--- src/rtl/fifo_serial_tx.sv ---
// fifo_serial_tx
//   Read-side consumer for a show-ahead FIFO. It pops one word whenever the
//   FIFO is non-empty and en=1, then sends that word on a single line as an
//   asynchronous-serial frame:
//     start(0), DATA_WIDTH data bits LSB first, optional even parity, stop(1)
//   Each bit is held for CLKS_PER_BIT clocks (CLKS_PER_BIT >= 2).
//
// Ports
//   clk        : single clock (FIFO read-side clock)
//   rst_n      : asynchronous active-low reset
//   en         : allows a new frame to start; only looked at while idle
//   empty      : FIFO empty flag
//   rdata      : FIFO head word, valid whenever empty=0
//   rinc       : FIFO pop strobe (combinational, one cycle per frame)
//   tx         : serial line, idles high (registered)
//   busy       : frame in progress (registered)
//   frame_done : one-cycle pulse in the first idle cycle after a frame
module fifo_serial_tx #(
    parameter int DATA_WIDTH   = 4,
    parameter int CLKS_PER_BIT = 16,
    parameter int PARITY_EN    = 1
) (
    input  logic                  clk,
    input  logic                  rst_n,
    input  logic                  en,
    input  logic                  empty,
    input  logic [DATA_WIDTH-1:0] rdata,
    output logic                  rinc,
    output logic                  tx,
    output logic                  busy,
    output logic                  frame_done
);

    localparam int BAUD_W = $clog2(CLKS_PER_BIT);
    localparam int BIT_W  = $clog2(DATA_WIDTH + 1);

    localparam logic [BAUD_W-1:0] LAST_BAUD = BAUD_W'(CLKS_PER_BIT - 1);
    localparam logic [BIT_W-1:0]  LAST_BIT  = BIT_W'(DATA_WIDTH - 1);

    localparam logic [2:0] S_IDLE   = 3'd0;
    localparam logic [2:0] S_START  = 3'd1;
    localparam logic [2:0] S_DATA   = 3'd2;
    localparam logic [2:0] S_PARITY = 3'd3;
    localparam logic [2:0] S_STOP   = 3'd4;

    logic [2:0]            state;
    logic [BAUD_W-1:0]     baud;
    logic [BIT_W-1:0]      bit_cnt;
    logic [DATA_WIDTH-1:0] shreg;
    logic [DATA_WIDTH-1:0] shreg_next;
    logic                  parity;
    logic                  start;
    logic                  bit_end;

    assign start      = (state == S_IDLE) && en && !empty;
    // Gated by rst_n so the FIFO is never popped while the block is held in reset.
    assign rinc       = start && rst_n;
    assign bit_end    = (baud == LAST_BAUD);
    assign shreg_next = shreg >> 1;

    always_ff @(posedge clk or negedge rst_n) begin
        if (!rst_n) begin
            state      <= S_IDLE;
            baud       <= '0;
            bit_cnt    <= '0;
            shreg      <= '0;
            parity     <= 1'b0;
            tx         <= 1'b1;
            busy       <= 1'b0;
            frame_done <= 1'b0;
        end else begin
            frame_done <= 1'b0;
            case (state)
                S_IDLE: begin
                    if (start) begin
                        shreg   <= rdata;
                        // Parity is taken from the captured word, not recomputed
                        // from the shifting register.
                        parity  <= ^rdata;
                        bit_cnt <= '0;
                        baud    <= '0;
                        state   <= S_START;
                        tx      <= 1'b0;   // start bit begins on the capture edge
                        busy    <= 1'b1;
                    end
                end
                default: begin
                    if (!bit_end) begin
                        baud <= baud + BAUD_W'(1);
                    end else begin
                        // Bit boundary: tx is loaded with the next bit's value so
                        // the line changes exactly on the boundary edge.
                        baud <= '0;
                        case (state)
                            S_START: begin
                                state <= S_DATA;
                                tx    <= shreg[0];
                            end
                            S_DATA: begin
                                shreg   <= shreg_next;
                                bit_cnt <= bit_cnt + BIT_W'(1);
                                if (bit_cnt == LAST_BIT) begin
                                    if (PARITY_EN != 0) begin
                                        state <= S_PARITY;
                                        tx    <= parity;
                                    end else begin
                                        state <= S_STOP;
                                        tx    <= 1'b1;
                                    end
                                end else begin
                                    tx <= shreg_next[0];
                                end
                            end
                            S_PARITY: begin
                                state <= S_STOP;
                                tx    <= 1'b1;
                            end
                            S_STOP: begin
                                state      <= S_IDLE;
                                tx         <= 1'b1;
                                busy       <= 1'b0;
                                frame_done <= 1'b1;
                            end
                            default: begin
                                // Unreachable encodings fall back to idle.
                                state <= S_IDLE;
                                tx    <= 1'b1;
                                busy  <= 1'b0;
                            end
                        endcase
                    end
                end
            endcase
        end
    end

endmodule

--- config.mk ---
export PLATFORM = sky130hd
export DESIGN_NAME = fifo_serial_tx
export DESIGN_NICKNAME = d
export VERILOG_FILES = /design/src/rtl/fifo_serial_tx.sv
export SDC_FILE = /design/constraint.sdc
export NUM_CORES = 1
export LEC_CHECK = 0
export ABC_CLOCK_PERIOD_IN_PS = 5020
export CAP_MARGIN = 20
export CORE_AREA = 4 4 48 50
export CTS_BUF_LIST = sky130_fd_sc_hd__clkbuf_4
export CTS_CLUSTER_DIAMETER = 50
export CTS_CLUSTER_SIZE = 24
export DETAILED_ROUTE_END_ITERATION = 6
export DIE_AREA = 0 0 52 54
export HOLD_SLACK_MARGIN = 0.05
export MAX_ROUTING_LAYER = met4
export PLACE_DENSITY = 0.75
export SLEW_MARGIN = 30
export SYNTH_ARGS = -nofsm -noshare
export SYNTH_HDL_FRONTEND = slang
export SYNTH_SLANG_ARGS = --single-unit
--- constraint.sdc ---
create_clock -name clk -period 5.02 [get_ports clk]
set_input_delay 1.255 -clock clk [delete_from_list [all_inputs] [get_ports clk]]
set_output_delay 1.255 -clock clk [all_outputs]
set_load 0.05 [all_outputs]
* Word-level counts from Yosys, hierarchy flattened
Index checks and enable logic that the tools add are counted.
** Word-level totals
- Memory bits (writable) :: 0
- Register bits :: 18
- ROM bits :: 0
- Memories kept :: 0
- Bits of input ports :: 8
- Latch bits :: 0
- Output and inout bits :: 4
** Operators by class
- Reduce and logical (&&, ||, !) cells :: 14
- Divide/modulo/power cells :: 0
- Order comparisons :: 0
- $add $sub $neg :: 2
- Multiply operators :: 0
- Equal/unequal tests :: 9
- Bitwise logic cells :: 0
- Multiplexer cells :: 28
- Shifts and indexed selects :: 0
** Operators by type and width (number)
- 2-to-1 mux 4 bit :: 7
- 2-to-1 mux 3 bit :: 8
- 2-to-1 mux 1 bit :: 11
- == test 3 x 2 -> 1 bit, second input constant :: 3
- one-hot mux 3 bit (3 select lines) :: 1
- AND reduction 3 bit :: 3
- adder 4 x 1 -> 4 bit, second input constant :: 1
- == test 4 bit, second input constant :: 1
- AND reduction 2 bit :: 2
- nonzero test 2 bit :: 2
- parity 4 bit :: 1
- adder 3 x 1 -> 3 bit, second input constant :: 1
- == test 3 x 1 -> 1 bit, second input constant :: 1
- == test 3 bit, second input constant :: 1
- logical AND 1 bit :: 3
- zero test 3 bit :: 1
- != test 3 bit, second input constant :: 1
- OR reduction 3 bit :: 1
- != test 2 x 1 -> 1 bit, second input constant :: 1
- != test 2 bit, second input constant :: 1
- one-hot mux 1 bit (2 select lines) :: 1
- zero test 1 bit :: 1

* Logic depth before layout (Yosys ltp)
- Depth in word-level cells :: 5
- Mapped depth :: 5
- Depth with buffers taken out :: 5

* Worst setup path before layout
No wires, ideal clock.
- Path kind :: input -> output
- Start point :: input port empty
- End point :: output port rinc
- Data required time :: 3.765 ns
- Arrival :: 2.227 ns
- Slack :: 1.538 ns
- Stages :: 4
- Path through :: nand2b_1 > clkbuf_1 > nor2_1 > and2_1
** On the way
- Longest elaborated chain between the ends :: 3
** Ends and longest elaborated chain
- start: declaration :: line 26 : input logic empty,
- zero test 1 bit :: line 55 : assign start = (state == S_IDLE) && en && !empty;
- logical AND 1 bit :: line 55
- logical AND 1 bit :: line 57 : assign rinc = start && rst_n;
- end: declaration :: line 28 : output logic rinc,
No other way between the ends.

* Worst setup path after layout
Ends and elaborated chain as after synthesis.

==> qor.csv <==
metric,value,unit
status,completed,
drt pass-1 iters,4,
TritonCTS buffer count,3,
Post-Syn Instances,87,
first-pass GRT wire length,3.146,mm
Clock Sinks,18,
"Seq/Total Area, Yosys",0.4646,
reg-to-reg setup timing slack,3.00,ns
Die Y-Extent,54,um
core area,0.001902,mm2
ant diodes,0,
PnR Total Power,0.6130,mW
H-tree depth,1,
Via density,5.496,
RSZ-0062 raised after global routing,no,
Fin Setup TNS,0,ns
placed cell areas,0.001091,mm2
# rows,16,
Final Cycle Share,0.8900,
syn_nets,98,
Synth Flop Type,dfrtp_1,
worst setup path startpoint,empty,
Worst Tran Pin Value,0.7492,ns
GPL Wtd Cong,0.7805,
minimum clock period,4.468,ns
critical-path cell list,clkdlybuf4s50_1 -> nand2b_1 -> nor2_1 -> and2_1 -> clkdlybuf4s50_1,
cell mode on critical path,clkdlybuf4s50_1,
Setup Viol. Count Final,0,
"Slew Viols, Final",0,
Total GRT Usage,0.1621,
Synth cell types,31,
Leakage,0.4713,nW
post-cts resize count,0,
area of the die,0.002808,mm2
WP data arrival,3.21,ns
maxcap violations,0,
Max VDD drop,0.3012,mV
initial core utilization,0.5112,
RR Startpoint,state[0],
Hold Path End,shreg[2],
fin cells,125,
fin nets,110,
dpl hpwl,1.353,mm
gr ovfl total,0,
HP Start,shreg[2],
clk_skew,0.007612,ns
worst path required time,3.76,ns
WP buf/inv,2,
critical path peak fanout,8,
die width,52,um
Worst-Skew Late Latency,0.29,ns
Synth Register Bits,18,
reg2reg path depth,3,
"EDFF count, synth",0,
Clock Path Buffers,2,
I/O Pins,12,
final antenna-violating net count,0,
CP peak stage delay,0.80,ns
dominant cells by area after synthesis,"dfrtp_1, mux2_2, mux2i_1, ha_1, nand3_1",
largest net degree at the start of global routing,19,
vias in the first global route,677,
Startpoint Class,input port,
Final Util,0.5875,
Max Fclk,223.8,MHz
Critical Path End Type,output port,
Initial DRC Count,11,
Ys Warns,0,
Worst path slowest cell,clkdlybuf4s50_1,
placed insts,121,
hold path depth,1,
asr flop ratio synth,1.000,
Area growth syn-to-layout,14.93,%
routed via count,687,
final hold vios,0,
IO Port Bufs,11,
Post-route DRC,0,
Crit path max-delay family,buffers and inverters,
"Hold-fix buffers, CTS",0,
initial antenna violation count,0,
"Cell Area, Synth",972.2,um2
"area leader, netlist",dfrtp_1,
post-synth top area share,0.4376,
average size of a mapped cell,11.17,um2
clk slew on worst S/H paths,0.09,ns
fraction of layout instances using a drive strength above 1,0.1837,
post-CTS setup buffers,0,
Hold WC Path Type,register to register,
Wirelength per Cell,14.46,um
FF-to-FF End,shreg[2],
Crit Path Class,input port to output port,
CTS tree,built,
clock root buffer master,clkbuf_4,
Routed WL,1.807,mm
Final Cell Area,0.001117,mm2
power per cell area,548.6,mW/mm2
Worst slew margin,0.4967,
[sequential cells by signal, indices dropped and copies added (netlist names)]
register / cells
baud: 4
shreg: 4
bit_cnt: 3
state: 3
busy: 1
frame_done: 1
parity: 1
tx: 1
[kinds of logic (layout without fill, tap and decap cells)]
kind of cell	count (synthesis)	after routing	synth area share
AND/OR/NAND/NOR	27	27	0.1390
multiplexers	14	14	0.1570
XOR/XNOR	3	3	0.02703
AO/OA/AOI/OAI	12	12	0.1171
buffers and inverters	10	21	0.05663
adder cells (fa/ha/maj)	3	3	0.03861
flip-flops	18	18	0.4646
[where the power goes]
group          leakage, nW  internal, mW  total (mW)  switching [mW]
clock network       0.0154        0.0289      0.0712          0.0423
logic                0.235         0.137       0.275           0.139
registers            0.221         0.208       0.267          0.0580
total                0.471         0.374       0.613           0.239
[layer usage]
layer,vias to the layer above,track usage,share of wire
met5,-,-,0
met4,0,0.08297,0.014
met3,4,0.04986,0.053
met2,19,0.2427,0.48
met1,332,0.1969,0.45
li1,332,-,-
[Yosys cell counts, types with 2 or more instances]
| library cell | instances |
|---|---|
| ha_1 | 3 |
| o31ai_1 | 2 |
| nand2_1 | 6 |
| buf_6 | 2 |
| xnor2_1 | 2 |
| o21ai_0 | 2 |
| nor3_1 | 2 |
| clkbuf_1 | 2 |
| dfrtp_1 | 17 |
| a22o_1 | 2 |
| nand3_1 | 6 |
| mux2i_1 | 4 |
| buf_2 | 2 |
| nor2_1 | 5 |
| or3_1 | 2 |
| inv_1 | 4 |
| mux2_2 | 9 |
| nand2b_1 | 2 |
[worst max path at each step]
stage	to	slack [ns]	depth (start not counted)
2_1_floorplan	rinc	1.54	4
3_3_place_gp	rinc	0.59	5
3_5_place_dp	rinc	0.57	5
4_1_cts	rinc	0.56	5
5_1_grt	rinc	0.40	5
6_report	rinc	0.55	5
[cells in the final DEF (no fill, tap or decap), drive strengths merged]
master         instances
clkdlybuf4s50         11
xor2                   1
dfrtp                 17
and2                   1
nand3                  6
a32o                   1
ha                     3
or3                    2
and3                   1
nand2b                 2
buf                    2
a2bb2oi                1
o21ba                  1
o22ai                  1
o32ai                  1
dfstp                  1
mux2                  10
a22o                   2
nand2                  6
clkbuf                 3
xnor2                  2
or4b                   1
nand4                  1
nor3                   2
inv                    4
o2bb2ai                1
mux2i                  4
clkinv                 1
o31ai                  2
o21ai                  2
nor2                   5
[area by class of cell]
cell class / instances / area, um2
inverters: 4 / 15.01
fillers: 166 / 784.5
clock buffers: 3 / 22.52
well taps: 27 / 33.78
repair buffers: 13 / 125.1
clock inverters: 1 / 3.754
flip-flops and latches: 18 / 451.7
multi-input cells: 59 / 465.4
[per-stage QoR]
step,setup slack (ns),hold WS [ns]
final,0.5522,0.4957
after floorplan,1.538,0.4541
after global placement,0.5867,0.4671
after CTS,0.5608,0.5003
after detailed placement,0.5722,0.4786
after global routing,0.3980,0.5326
(Power assumes the default switching activity.)
